[src/rtl/iq_pkg.sv]
// iq_pkg: payload field positions shared by Rename, issue queue and RF
package iq_pkg;
  localparam int TAG_W   = 6;
  localparam int RDY1    = 82;
  localparam int TAG1_HI = 81;
  localparam int TAG1_LO = 76;
  localparam int RDY2    = 89;
  localparam int TAG2_HI = 88;
  localparam int TAG2_LO = 83;
  localparam int IMMSRC  = 97;
  localparam int MEMRD   = 98;
  localparam int MEMWR   = 99;
  localparam int PCA_HI  = 136;
  localparam int PCA_LO  = 105;
endpackage

[src/rtl/iq_entry.sv]
// iq_entry: one queue slot with tag wakeup and hold/shift/push next-value mux
module iq_entry import iq_pkg::*; #(
  parameter int W = 137
) (
  input  logic             CLK,
  input  logic             RESET,
  input  logic             FLUSH,
  input  logic             wakeup_flag_IN,
  input  logic [TAG_W-1:0] wakeup_index_IN,
  input  logic             shift,
  input  logic             write,
  input  logic [W-1:0]     up_data,
  input  logic             up_valid,
  input  logic [W-1:0]     push_data,
  output logic [W-1:0]     data,
  output logic [W-1:0]     woken,
  output logic             valid,
  output logic             ready
);
  function automatic logic [W-1:0] wake(input logic [W-1:0] p);
    logic [W-1:0] r;
    r = p;
    if (wakeup_flag_IN && p[TAG1_HI:TAG1_LO] == wakeup_index_IN) r[RDY1] = 1'b1;
    if (wakeup_flag_IN && p[TAG2_HI:TAG2_LO] == wakeup_index_IN) r[RDY2] = 1'b1;
    return r;
  endfunction
  assign woken = wake(data);
  assign ready = valid & data[RDY1] & (data[RDY2] | data[IMMSRC]);
  // occupancy: push write wins over shift-from-above, flush clears
  always_ff @(posedge CLK or negedge RESET)
    if (!RESET) valid <= 1'b0;
    else valid <= !FLUSH && (write || (shift ? up_valid : valid));
  // payload: incoming values carry this cycle's wakeup so no broadcast is missed
  always_ff @(posedge CLK)
    data <= write ? wake(push_data) : shift ? up_data : woken;
endmodule

[src/rtl/issue_queue.sv]
// issue_queue: collapsing issue queue selecting the oldest ready entry for RF
module issue_queue import iq_pkg::*; #(
  parameter int RENISS_WIDTH = 137,
  parameter int DEPTH        = 8,
  parameter int CNT_W        = 4
) (
  input  logic                    CLK,
  input  logic                    RESET,
  input  logic                    FREEZE,
  input  logic                    FLUSH,
  input  logic                    push_IN,
  input  logic [RENISS_WIDTH-1:0] pushData_IN,
  output logic                    full_OUT,
  output logic [CNT_W-1:0]        count_OUT,
  input  logic                    wakeup_flag_IN,
  input  logic [TAG_W-1:0]        wakeup_index_IN,
  output logic [RENISS_WIDTH-1:0] IQLSQ_popData_OUT,
  output logic                    Valid_Instruction_OUT,
  output logic                    Mem_Instruction_OUT
);
  logic [RENISS_WIDTH-1:0] data [DEPTH];
  logic [RENISS_WIDTH-1:0] woken [DEPTH+1];
  logic [DEPTH:0]          valid;
  logic [DEPTH-1:0]        ready;
  logic [CNT_W-1:0]        count, sel, wp;
  logic                    found, issue, push_acc;
  assign woken[DEPTH] = '0;
  assign valid[DEPTH] = 1'b0;
  // lowest-index ready slot is the oldest ready instruction
  always_comb begin
    found = 1'b0;
    sel = '0;
    IQLSQ_popData_OUT = '0;
    for (int i = DEPTH - 1; i >= 0; i--)
      if (ready[i]) begin
        found = 1'b1;
        sel = CNT_W'(i);
        IQLSQ_popData_OUT = data[i];
      end
  end
  assign Valid_Instruction_OUT = found;
  assign Mem_Instruction_OUT   = IQLSQ_popData_OUT[MEMRD] | IQLSQ_popData_OUT[MEMWR];
  assign issue    = found & !FREEZE & !FLUSH;
  assign push_acc = push_IN & (count < CNT_W'(DEPTH));
  assign wp       = count - CNT_W'(issue);
  assign full_OUT  = count == CNT_W'(DEPTH);
  assign count_OUT = count;
  for (genvar g = 0; g < DEPTH; g++) begin : g_slot
    iq_entry #(.W(RENISS_WIDTH)) u_entry (
      .CLK(CLK), .RESET(RESET), .FLUSH(FLUSH),
      .wakeup_flag_IN(wakeup_flag_IN), .wakeup_index_IN(wakeup_index_IN),
      .shift(issue && CNT_W'(g) >= sel), .write(push_acc && wp == CNT_W'(g)),
      .up_data(woken[g+1]), .up_valid(valid[g+1]), .push_data(pushData_IN),
      .data(data[g]), .woken(woken[g]), .valid(valid[g]), .ready(ready[g])
    );
  end
  // occupancy count tracks accepted pushes minus issues
  always_ff @(posedge CLK or negedge RESET)
    if (!RESET) count <= '0;
    else count <= FLUSH ? '0 : count + CNT_W'(push_acc) - CNT_W'(issue);
endmodule

[config.mk]
export PLATFORM = sky130hd
export DESIGN_NAME = issue_queue
export DESIGN_NICKNAME = d
export VERILOG_FILES = /design/src/rtl/iq_pkg.sv /design/src/rtl/iq_entry.sv /design/src/rtl/issue_queue.sv
export SDC_FILE = /design/constraint.sdc
export NUM_CORES = 2
export LEC_CHECK = 0
export ABC_AREA = 1
export BUFFER_PORTS_ARGS = -buffer_cell sky130_fd_sc_hd__buf_2
export CORE_MARGIN = 5
export CORE_UTILIZATION = 41
export CTS_CLUSTER_SIZE = 12
export DETAILED_ROUTE_END_ITERATION = 12
export PLACE_DENSITY = 0.63
export SYNTH_ARGS = -nofsm -noshare
export SYNTH_HDL_FRONTEND = slang
export SYNTH_HIERARCHICAL = 1
export SYNTH_SLANG_ARGS = --single-unit
[constraint.sdc]
create_clock -name CLK -period 9 [get_ports CLK]
set_clock_uncertainty 0.2 [all_clocks]
set_input_delay 0.9 -clock CLK [delete_from_list [all_inputs] [get_ports CLK]]
set_output_delay 0.9 -clock CLK [all_outputs]
set_load 0.02 [all_outputs]
==> out/metrics.cfg <==
[outcome]
outcome = complete, no violations

[logic_synthesis]
syn-instance-count = 6811
syn-mean-instance-area_um2 = 9.78
yosysWarnings = 6
mappedNetlistArea_um2 = 66600

[hold_path]
hp-class = reg -> reg
min_delay_path_depth = 1
min_from = g_slot[5].u_entry/data[124]
hold-path-endpoint = g_slot[4].u_entry/data[124]

[critical_path]
worstPathMaxFanout = 140
worstReg2RegStart = g_slot[3].u_entry/data[97]
path_buf_inv = 4
worstPathRequired_ns = 9.38
critical_path.cell_chain = nor2_1 -> nor3_2 -> buf_12 -> nor2_4 -> nand2_2 -> o21a_1 -> ha_1 -> ha_1 -> xnor2_1 -> or2_2 -> nor2_4 -> buf_4 -> buf_4 -> inv_1 -> o21ai_1
r2r.worst_path.cells = 15
r2r_slack_ns = 2.73
worstReg2RegEnd = g_slot[4].u_entry/data[83]
worst_setup_path_start_kind = flip-flop
crit_type = reg -> reg
slowest_stage = sky130_fd_sc_hd__buf_4
timing.critical_path.max_delay_family = buffers and inverters
timing.critical_path.to_type = flip-flop
critPathMaxStageDelay_ns = 1.05
cp.arrival_ns = 6.65

[global_route]
grt_overflow = 0
groute.usage.overall_pct = 24.1
grt_pass1_vias = 47200
global_route_wire_length_before_repair_um = 313000
grt_antenna_before_repair = 28
largest_net_degree_at_the_start_of_global_routing = 216

[place]
place.detailed.hpwl_um = 122000
port_buffer_count = 292
placedCellCount = 8071
place_congestion = 0.869

[floorplan]
placeableCoreArea_um2 = 161000
full_die_area_um2 = 171000
chipHeight_um = 413
die_w_um = 413
starting_density_pct = 41.4
ios = 293
fp-row-count = 147

[clocking]
number_of_buffers_created_by_cts = 121
worst_skew_pair.late_latency_ns = 0.76
clk_pin_slew_worst_paths_ns = 0.07
clock_sinks = 1108
ctsHtreeMaxLevel = 3
clock_tree_from_tritoncts = yes
cts_buffer_depth = 3
root_buffer_cell = sky130_fd_sc_hd__clkbuf_16
cts_resized = 0

[cells_and_area]
stdcell_count = 8313
design.final.nets = 6193
fillerInstances = 15500
final_layout_size_suffix_gt1_share_pct = 11.0
synthToLayoutAreaGrowth_pct = -1.28

[drt]
first_iter_violations = 6151
postRouteWirelength_um = 212000
drt_first_pass_iters = 6
route.vias.total = 48700
route.detailed.drc = 0
wl_per_cell_um = 25.5
vias_per_cell = 5.85
detail-route-antenna-nets = 0

[sta]
final.period_utilization_pct = 69.7
slew-limit-headroom_pct = 11.7
drv_slew = 0
report.final.hold_viol_count = 0
clock.fmax_mhz = 159
least_margin_pin_slew_ns = 1.32
grt_setup_unrepaired = false
finalSetupTns_ns = 0
number_of_failing_setup_endpoints_in_the_final_timing_report = 0
post-route-min-period_ns = 6.27

[power]
leakage_nw = 25.0
power_per_cell_area_nw_per_um2 = 294
design_power_total_mw = 19.3
ir_worst_vdd_mv = 0.257

[job]
max_cap_violations = 0

==> per-stage QoR <==
stage / hold slack [ns] / util, % / worst slack, ns / area (um2)
2_1_floorplan: 0.294 / - / 3.15 / 67100
4_1_cts: 0.308 / 40.8 / 2.83 / 65700
3_5_place_dp: 0.343 / 38.5 / 2.88 / 62000
6_report: 0.349 / 40.8 / 2.73 / 65700
5_1_grt: 0.355 / 40.8 / 2.53 / 65700
3_3_place_gp: 0.334 / 38.5 / 2.93 / 62000
==> where the power goes <==
part	total (mW)	switching, mW	internal, mW
clock network	4.78	2.18	2.60
logic	6.46	4.71	1.75
registers	8.09	0.618	7.48
total	19.3	7.51	11.8
==> per-layer routing <==
layer  share of wire (%)  wire length, um  global-route usage (%)
met5               0.033               69                       0
met1                  41            86700                    32.5
met4                 3.7             7780                    8.68
met3                  11            22600                    5.83
met2                  45            94900                    37.8
==> state kept, by name (all words and copies together), names as in the netlist <==
signal / count
count_OUT: 4
g_slot.u_entry/data: 1096
g_slot.u_entry/valid: 8
==> how the worst max path moves through the flow <==
| stage | startpoint | to | slack [ns] | cells after the start |
|---|---|---|---|---|
| finish | g_slot[3].u_entry/data[97] | g_slot[4].u_entry/data[83] | 2.73 | 15 |
| global route | g_slot[3].u_entry/data[97] | g_slot[4].u_entry/data[84] | 2.53 | 15 |
| CTS | g_slot[3].u_entry/data[97] | g_slot[4].u_entry/data[83] | 2.83 | 15 |
| detailed placement | g_slot[3].u_entry/data[97] | g_slot[4].u_entry/data[83] | 2.88 | 15 |
| global placement | g_slot[3].u_entry/data[97] | g_slot[5].u_entry/data[17] | 2.93 | 15 |
| floorplan | g_slot[3].u_entry/valid | g_slot[7].u_entry/data[0] | 3.15 | 15 |
==> what timing repair did <==
item / in CTS / in global routing
endpoints found under the hold margin: 12 / 0
setup buffers: 0 / 0
hold buffers: 1 / 0
==> layout by cell type (no fill, tap or decap), drive strengths merged <==
| master | count |
|---|---|
| nand2 | 1416 |
| edfxtp | 1080 |
| a22o | 1000 |
| nor2 | 461 |
| buf | 368 |
| o21ai | 326 |
| inv | 311 |
| nand3 | 242 |
| nor3 | 167 |
| clkbuf | 151 |
| a21oi | 140 |
| conb | 138 |
| o211ai | 135 |
| clkinv | 81 |
| a22oi | 42 |
| dfxtp | 16 |
| diode | 14 |
| dfrtp | 12 |
| xnor2 | 10 |
| o21bai | 9 |
| ha | 8 |
| a211oi | 8 |
| bufinv | 3 |
| clkinvlp | 3 |
| a31oi | 2 |
| a21boi | 2 |
| o21a | 2 |
| xor2 | 2 |
| and2 | 1 |
| or2 | 1 |
| fa | 1 |
| dlygate4sd3 | 1 |
==> area by class of cell <==
| class | count | area [um2] | share of cell area [%] |
|---|---|---|---|
| Antenna cell | 14 | 35.0 | 0.0533 |
| Clock buffer | 151 | 3200 | 4.87 |
| Clock inverter | 76 | 504 | 0.767 |
| Inverter | 322 | 1260 | 1.92 |
| Multi-Input combinational cell | 4113 | 22800 | 34.7 |
| Sequential cell | 1108 | 33100 | 50.3 |
| Tap cell | 2160 | 2700 | 4.11 |
| Timing Repair Buffer | 369 | 2130 | 3.24 |
No activity file was read; power rests on OpenSTA's default activity.
